**src/rtl/uart_cmd_pkg.sv**
```systemverilog
// Shared protocol constants and FSM state type for the UART command responder.
package uart_cmd_pkg;

  localparam logic [7:0] OP_WRITE = 8'h57;
  localparam logic [7:0] OP_READ  = 8'h52;
  localparam logic [7:0] RSP_ACK  = 8'h4B;
  localparam logic [7:0] RSP_ERR  = 8'h3F;

  typedef enum logic [2:0] {
    IDLE,
    GET_ADDR,
    GET_DATA,
    WRITE,
    READ,
    READ_CAP,
    SEND,
    WAIT_DONE
  } state_t;

endpackage

```
**src/rtl/cmd_timeout_counter.sv**
```systemverilog
// Inter-byte timeout counter: counts enabled cycles, pulses expire at TIMEOUT-1.
module cmd_timeout_counter #(
  parameter int TIMEOUT = 1_000_000,
  parameter int TO_BITS = 20
) (
  input  logic clk,
  input  logic reset_n,
  input  logic clear,
  input  logic enable,
  output logic expire
);

  logic [TO_BITS-1:0] count;

  assign expire = enable && (count == TO_BITS'(TIMEOUT - 1));

  always_ff @(posedge clk or negedge reset_n) begin
    if (!reset_n) begin
      count <= '0;
    end else if (clear || expire) begin
      count <= '0;
    end else if (enable) begin
      count <= count + TO_BITS'(1);
    end
  end

endmodule

```
**src/rtl/uart_cmd_responder.sv**
```systemverilog
// Decodes 'W' addr data / 'R' addr commands from the UART receiver, drives the
// register bus and returns one response byte through the UART transmitter.
module uart_cmd_responder
  import uart_cmd_pkg::*;
#(
  parameter int D_BITS  = 8,
  parameter int TIMEOUT = 1_000_000,
  parameter int TO_BITS = 20
) (
  input  logic              clk,
  input  logic              reset_n,
  input  logic              rx_done_tick,
  input  logic [D_BITS-1:0] rx_dout,
  output logic              tx_start,
  output logic [D_BITS-1:0] tx_din,
  input  logic              tx_done_tick,
  output logic [D_BITS-1:0] reg_addr,
  output logic [D_BITS-1:0] reg_wdata,
  output logic              reg_we,
  output logic              reg_re,
  input  logic [D_BITS-1:0] reg_rdata,
  output logic              busy,
  output logic              err_timeout,
  output logic              err_drop
);

  state_t state, state_next;
  logic   op_write;
  logic   is_write, is_read;
  logic   collecting;
  logic   to_expire;

  assign is_write   = (rx_dout == D_BITS'(OP_WRITE));
  assign is_read    = (rx_dout == D_BITS'(OP_READ));
  assign collecting = (state == GET_ADDR) || (state == GET_DATA);

  // Counter is held clear outside the byte-collecting states, so entry starts at 0.
  cmd_timeout_counter #(
    .TIMEOUT (TIMEOUT),
    .TO_BITS (TO_BITS)
  ) u_timeout (
    .clk     (clk),
    .reset_n (reset_n),
    .clear   (!collecting || rx_done_tick),
    .enable  (collecting),
    .expire  (to_expire)
  );

  always_ff @(posedge clk or negedge reset_n) begin
    if (!reset_n) state <= IDLE;
    else          state <= state_next;
  end

  always_comb begin
    state_next = state;
    case (state)
      IDLE:      if (rx_done_tick) state_next = (is_write || is_read) ? GET_ADDR : SEND;
      GET_ADDR:  if (rx_done_tick)   state_next = op_write ? GET_DATA : READ;
                 else if (to_expire) state_next = IDLE;
      GET_DATA:  if (rx_done_tick)   state_next = WRITE;
                 else if (to_expire) state_next = IDLE;
      WRITE:     state_next = SEND;
      READ:      state_next = READ_CAP;
      READ_CAP:  state_next = SEND;
      SEND:      state_next = WAIT_DONE;
      WAIT_DONE: if (tx_done_tick) state_next = IDLE;
      default:   state_next = IDLE;
    endcase
  end

  // Byte latches and response register; tx_din only changes before SEND.
  always_ff @(posedge clk or negedge reset_n) begin
    if (!reset_n) begin
      op_write  <= 1'b0;
      reg_addr  <= '0;
      reg_wdata <= '0;
      tx_din    <= '0;
    end else begin
      case (state)
        IDLE: if (rx_done_tick) begin
          op_write <= is_write;
          if (!is_write && !is_read) tx_din <= D_BITS'(RSP_ERR);
        end
        GET_ADDR: if (rx_done_tick) reg_addr  <= rx_dout;
        GET_DATA: if (rx_done_tick) reg_wdata <= rx_dout;
        WRITE:    tx_din <= D_BITS'(RSP_ACK);
        READ_CAP: tx_din <= reg_rdata;
        default:  ;
      endcase
    end
  end

  always_comb begin
    reg_we      = (state == WRITE);
    reg_re      = (state == READ);
    tx_start    = (state == SEND);
    busy        = (state != IDLE);
    err_timeout = to_expire && !rx_done_tick;
    err_drop    = rx_done_tick && (state != IDLE) && !collecting;
  end

endmodule

```
**config.mk**
```make
export PLATFORM = sky130hd
export DESIGN_NAME = uart_cmd_responder
export DESIGN_NICKNAME = d
export VERILOG_FILES = /design/src/rtl/uart_cmd_pkg.sv /design/src/rtl/cmd_timeout_counter.sv /design/src/rtl/uart_cmd_responder.sv
export SDC_FILE = /design/constraint.sdc
export NUM_CORES = 1
export LEC_CHECK = 0
export CAP_MARGIN = 0
export CORE_MARGIN = 8
export CORE_UTILIZATION = 45
export CTS_BUF_LIST = sky130_fd_sc_hd__clkbuf_16
export CTS_CLUSTER_SIZE = 12
export DETAILED_ROUTE_END_ITERATION = 7
export GPL_ROUTABILITY_DRIVEN = 0
export HOLD_SLACK_MARGIN = 0.03
export PLACE_DENSITY = 0.74
export SLEW_MARGIN = 5
export SYNTH_ARGS = -nofsm -noshare
export SYNTH_HDL_FRONTEND = slang
export SYNTH_SLANG_ARGS = --single-unit
```
**constraint.sdc**
```tcl
create_clock -name clk -period 1.5 [get_ports clk]
set_input_delay 0.45 -clock clk [delete_from_list [all_inputs] [get_ports clk]]
set_output_delay 0.45 -clock clk [all_outputs]
set_load 0.05 [all_outputs]
```
==> impl_metrics.py <==
metrics = {
    "floorplan": {
        "die_h_um": 89.9,
        "core_um2": 5410,
        "start_util_pct": 45.5,
        "die_w_um": 89.9,
        "fp-row-count": 27,
        "dieArea_um2": 8090,
        "io_pins": 50,
    },
    "yosys": {
        "ys_warn_count": 0,
        "syn_nets": 260,
        "synth-edff-count": 0,
        "async_flop_share_pct": 100,
        "synth_cells": 239,
        "synth_top_flop_cell": "dfrtp_1",
        "synthDistinctLibCells": 49,
        "synth_area_um2": 2460,
        "synth-seq-cells": 48,
        "yosysSeqAreaShare_pct": 48.8,
        "syn_avg_cell_area_um2": 10.3,
    },
    "grt": {
        "antenna_found_initial": 0,
        "grtUsageMet2_pct": 36.7,
        "grt_max_degree": 28,
        "grtUsageMet1_pct": 24.9,
        "grt_pass1_wl_mm": 14.0,
        "grt_pass1_vias": 2607,
        "grt_busiest_layer": "met2",
        "overflow": 0,
        "grt_use_met3_pct": 4.82,
        "grtUsageTotal_pct": 21.3,
    },
    "cts": {
        "cts_num_sinks": 48,
        "h-tree-depth": 2,
        "cts_tree": "done",
        "root_buffer": "clkbuf_16",
        "clkSlewWorstSetupHoldPaths_ns": 0.07,
        "insertion_delay_ns": 0.29,
        "cts-buffers-inserted": 5,
        "ctsLongestPathBuffers": 2,
    },
    "worst_setup_path": {
        "critPathBufInv": 1,
        "rr_worst_depth": 6,
        "cpMaxStageDelayCell": "dfrtp_1",
        "cp_max_fo": 2,
        "cp_slowest_stage_delay_ns": 0.41,
        "startpoint": "u_timeout.count[12]",
        "critPathTopFamily": "simple AND/OR/NAND/NOR gates",
        "worstPathArrival_ns": 1.67,
        "cp-end-kind": "primary output",
        "r2r_end": "state[0]",
        "start_kind": "flop",
        "rr_startpoint": "u_timeout.count[12]",
        "reg2reg_slack_ns": -0.47,
        "crit_chain": "nor4b_4 -> nand4_4 -> nor3_4 -> buf_12",
        "critPathKind": "reg -> out",
        "path_depth": 4,
        "endpoint": "err_timeout",
        "worstPathRequired_ns": 1.05,
    },
    "final_layout": {
        "final_layout_size_suffix_gt1_share_pct": 51.9,
        "nNetsFinal": 394,
        "finalNonFillerCells": 446,
        "area_growth_pct": 85.9,
        "antenna-diode-count": 0,
    },
    "pwr": {
        "leakagePower_nw": 2.03,
        "cellPowerDensity_nw_per_um2": 1990,
        "ir_drop_v": 0.00177,
    },
    "sta": {
        "period_needed_ns": 2.12,
        "relSlewSlack_pct": 72.9,
        "setup_violations": 54,
        "finClkSkew_ns": 0.00587,
        "hold_slack_ns": 0.166,
        "hold_violations": 0,
        "rsz0062_at_grt": "yes",
        "fmax_ghz": 0.471,
        "tightest_slew_ns": 0.404,
        "fin_ws_ns": -0.623,
        "finalMaxSlewViolations": 0,
        "period_share_pct": 142,
        "setup_tns_ns": -13.70,
    },
    "route": {
        "drt_iter0_markers": 143,
        "first_pass_iters": 4,
        "vias": 2600,
        "routedWlPerCell_um": 22.5,
        "drc_errors": 0,
        "ant_nets": 0,
        "wirelength_mm": 10.0,
        "vias_per_cell": 5.83,
    },
    "place": {
        "port_buffers": 49,
        "dp.cells": 409,
        "dp_hpwl_mm": 5.16,
    },
    "run_status": {
        "violations": "negative setup slack",
        "status": "complete, but fails checks",
    },
    "flow_run": {
        "max_cap_violations": 0,
    },
    "hold_path": {
        "hold_path_class": "in -> async",
    },
}
-- worst reg2reg max path: cells and delay by family (launching register included) --
kind,cells,cell delay [ns]
AOI/OAI and AO/OA,2,0.61
buffers and inverters,2,0.30
DFF,1,0.41
and+or+nand+nor,2,0.54
-- what timing repair did --
item,4_1_cts,5_1_grt
cloned,2,0
buffers inserted,21,14
resized for setup,78,23
hold buffers,0,0
setup endpoints to repair,54,54
pin swaps,24,15
-- per-stage QoR --
stage	power (mW)	util, %	setup slack (ns)	cell area [um2]
after global placement	6.43	71.0	-0.538	3840
after CTS	8.49	81.6	-0.600	4410
final	9.09	84.6	-0.623	4570
after floorplan	4.29	-	-0.335	2570
after detailed placement	6.52	71.0	-0.561	3840
after global routing	9.38	84.6	-0.672	4570
-- cell usage after synthesis, types with 2 or more instances --
master / instances / share of area (%)
buf_6: 2 / 0.92
nor2b_1: 3 / 0.76
o21ai_0: 13 / 2.6
nor4b_1: 2 / 0.71
nor2_1: 18 / 2.7
o22a_1: 3 / 1.1
mux2_2: 16 / 7.3
nand2b_1: 5 / 1.3
and3_1: 5 / 1.3
nand4_1: 7 / 1.8
dfrtp_1: 48 / 49
a21oi_1: 13 / 2.6
nor3_1: 4 / 0.81
o31ai_1: 4 / 1.2
and2_1: 4 / 1.0
clkbuf_1: 4 / 0.61
o221ai_1: 2 / 0.71
nand2_1: 19 / 2.9
o221a_2: 3 / 1.4
a31oi_1: 3 / 0.76
nand3_1: 7 / 1.4
or3_1: 10 / 2.5
xnor2_1: 4 / 1.4
xor2_1: 5 / 1.8
inv_1: 6 / 0.92
o21bai_1: 2 / 0.61
buf_2: 5 / 1.0
-- cell families after synthesis --
logic type | share of synthesized area, %
AOI/OAI and AO/OA | 13.4
adders and majority gates | 0.509
muxes | 7.32
buffers and inverters | 3.46
and+or+nand+nor | 23.3
xor gates and xnor gates | 3.20
DFF | 48.8
-- metal layers --
layer	part of all wire (%)	wire, um
met5	0	0
met4	3.7	367
met3	6.6	662
met2	53	5280
met1	37	3720
-- layout by cell type, fill, tap and decap left out, types with 7 or more instances in the layout --
master / instances
buf_4: 61
dfrtp_1: 48
buf_12: 34
buf_6: 18
mux2_4: 16
nand2_1: 16
nor2_1: 11
o21ai_0: 10
a21oi_1: 10
clkdlybuf4s50_1: 9
or3_1: 8
dlygate4sd2_1: 8
nand4_1: 7
nand3_1: 7
-- worst min-delay path by stage --
| stage | endpoint | slack (ns) | start | cells after the start |
|---|---|---|---|---|
| CTS | tx_din[2] | 0.16 | reset_n | 2 |
| global placement | tx_din[2] | 0.45 | reset_n | 2 |
| detailed placement | tx_din[2] | 0.47 | reset_n | 2 |
| global route | tx_din[5] | 0.18 | reset_n | 2 |
| finish | tx_din[2] | 0.17 | reset_n | 2 |
| floorplan | op_write | 0.15 | reset_n | 0 |
-- sequential cells by signal, summed over array words and instances (netlist names) --
signal,count
op_write,1
reg_addr,8
reg_wdata,8
state,3
tx_din,8
u_timeout.count,20
-- final cells by class --
| cell class | instances | area [um2] |
|---|---|---|
| repair buffers | 138 | 1630 |
| clock buffers | 5 | 125 |
| fillers | 227 | 833 |
| inverters | 6 | 22.5 |
| multi-input cells | 174 | 1480 |
| well taps | 72 | 90.1 |
| clock inverters | 3 | 18.8 |
| flip-flops and latches | 48 | 1200 |
-- where the power goes --
group,switching [mW],internal (mW),leakage [nW]
combinational,2.85,3.04,1.35
sequential,0.435,1.65,0.613
clock,0.495,0.615,0.0736
total,3.78,5.31,2.03
(Power assumes the default switching activity.)
==> RTL change, RTL diff (same flow settings) <==
Encoding of `state_t`: now one-hot (8 bits for 8 states).
--- a/src/rtl/uart_cmd_pkg.sv
+++ b/src/rtl/uart_cmd_pkg.sv
@@ -8,11 +8,11 @@
 
-  typedef enum logic [2:0] {
-    IDLE,
-    GET_ADDR,
-    GET_DATA,
-    WRITE,
-    READ,
-    READ_CAP,
-    SEND,
-    WAIT_DONE
+  typedef enum logic [7:0] {
+    IDLE      = 8'b00000001,
+    GET_ADDR  = 8'b00000010,
+    GET_DATA  = 8'b00000100,
+    WRITE     = 8'b00001000,
+    READ      = 8'b00010000,
+    READ_CAP  = 8'b00100000,
+    SEND      = 8'b01000000,
+    WAIT_DONE = 8'b10000000
   } state_t;
Check against the original RTL: no difference found for any inputs over 10 cycles, from zero or initial values and one cycle with reset_n low; not proved beyond that.
==> RTL change against the unedited design <==
Sequential cell count increased by 5; routed wire length up 7.6%; the run still ends with negative setup slack left; worst setup slack worse by 140 ps; design area increased by 5.5%; synthesized area increased by 5.5%; count of clock-buffer cells in the layout unchanged; power fell by 25%; worst hold slack better by 330 ps; maximum frequency decreased by 6.0%; clock skew grew 2.9 ps; largest power group unchanged.
==> RTL change: results (changes against the unedited design) <==
- Final setup skew: 8.80 ps (was 5.87 ps)
- Net Count, Synth: 255 (was 260)
- Tot GR Track Use: 23.3% (was 21.3%)
- Met2 global-route usage: 40.5% (was 36.7%)
- Status: finished with violations (unchanged)
- Fraction of area in registers: 27.5% (was 26.3%)
- Final TNS setup: -24,720 ps (was -13,700 ps)
- R2r setup slk: -530 ps (was -470 ps)
- Area Growth Syn to Fin: 85.9% (about the same)
- Synth area leaders: dfrtp_1 50%, mux2_2 3.9%, mux2_1 3.0%, xor2_1 3.0%, nor2_1 2.7% (was dfrtp_1 49%, mux2_2 7.3%, nand2_1 2.9%, nor2_1 2.7%, a21oi_1 2.6%)
- Worst r2r dst: tx_din[5]$_DFFE_PN0P_ (was state[0]$_DFFE_PN0P_)
- Design Area, Final: 4820 µm² (was 4570 µm²)
- Routed wl met2: 5600 µm (was 5280 µm)
- Final setup violation count: 56 (was 54)
- Post-synthesis mux area share: 7.33% (was 7.32%)
- Setup ws final: -759 ps (was -623 ps)
- Dpl ws: -693 ps (was -561 ps)
- Worst hold-check path type: register to register (was primary input to async pin)
- FF-to-FF Start: state[1]$_DFFE_PN0P_ (was u_timeout.count[12]$_DFFE_PN0P_)
- Post-detail-place hpwl: 5280 µm (was 5160 µm)
- Met1 Track Usage GR: 26.1% (was 24.9%)
- Fin nets: 395 (was 394)
- Violated checks: negative setup slack (unchanged)
- R2R cell count: 10 (was 6)
- Post-synthesis sequential area ratio: 51.2% (was 48.8%)
- # placed instances: 416 (was 409)
- Fillcell total: 233 (was 227)
- Vias per Instance: 6.11 (was 5.83)
- Routed met1 length: 3930 µm (was 3720 µm)
- Top cells by count, synth: 52 x dfrtp_1, 19 x nor2_1, 12 x a21oi_1 (was 48 x dfrtp_1, 19 x nand2_1, 18 x nor2_1)
- Sequential cells: 53 (was 48)
- Wire per inst: 24.1 µm (was 22.5 µm)
## RTL change: cell types whose count changed in the layout (fill, tap and decap cells not counted), sizes merged, moves of 4 or more
| cell | unedited run | this run |
|---|---|---|
| and3 | 6 | 2 |
| o21ai | 13 | 9 |
| nand2 | 19 | 10 |
| clkdlybuf4s50 | 9 | 13 |
| xor2 | 5 | 9 |
| dfrtp | 48 | 52 |
| and2 | 5 | 1 |
| inv | 6 | 11 |
| or3 | 10 | 4 |
## RTL change: worst min-delay path by stage
stage,end,slack [ps],cells past startpoint,startpoint
after floorplan,op_write$_DFFE_PN0P_,150,0,reset_n
after global placement,reg_wdata[1]$_DFFE_PN0P_,310,1,reset_n
after detailed placement,reg_wdata[4]$_DFFE_PN0P_,320,1,reset_n
after CTS,state[4]$_DFFE_PN0P_,480,1,op_write$_DFFE_PN0P_
after global routing,state[4]$_DFFE_PN0P_,500,1,op_write$_DFFE_PN0P_
final,state[4]$_DFFE_PN0P_,500,1,op_write$_DFFE_PN0P_
## RTL change: where the power goes
part | internal (W) | total, W | switching, W
clock | 0.000791 | 0.00135 | 0.000554
sequential | 0.00163 | 0.00185 | 0.000222
combinational | 0.00181 | 0.00360 | 0.00179
total | 0.00422 | 0.00679 | 0.00257
## RTL change: kinds of logic (layout without fill, tap and decap cells)
family                     count (synthesis)  count (layout)
muxes                                     17              17
buffers and inverters                     17             158
DFF                                       53              53
AOI/OAI and AO/OA                         37              37
xor gates and xnor gates                  15              15
and+or+nand+nor                           94              94
adders and majority gates                  1               1
## RTL change: repair_timing
item / 4_1_cts / 5_1_grt
pin swaps: 26 / 20
hold buffers: 1 / 0
hold endpoints to repair: 8 / 0
setup buffers: 13 / 9
gates cloned: 2 / 2
gates resized for setup: 62 / 41
setup endpoints to repair: 55 / 56
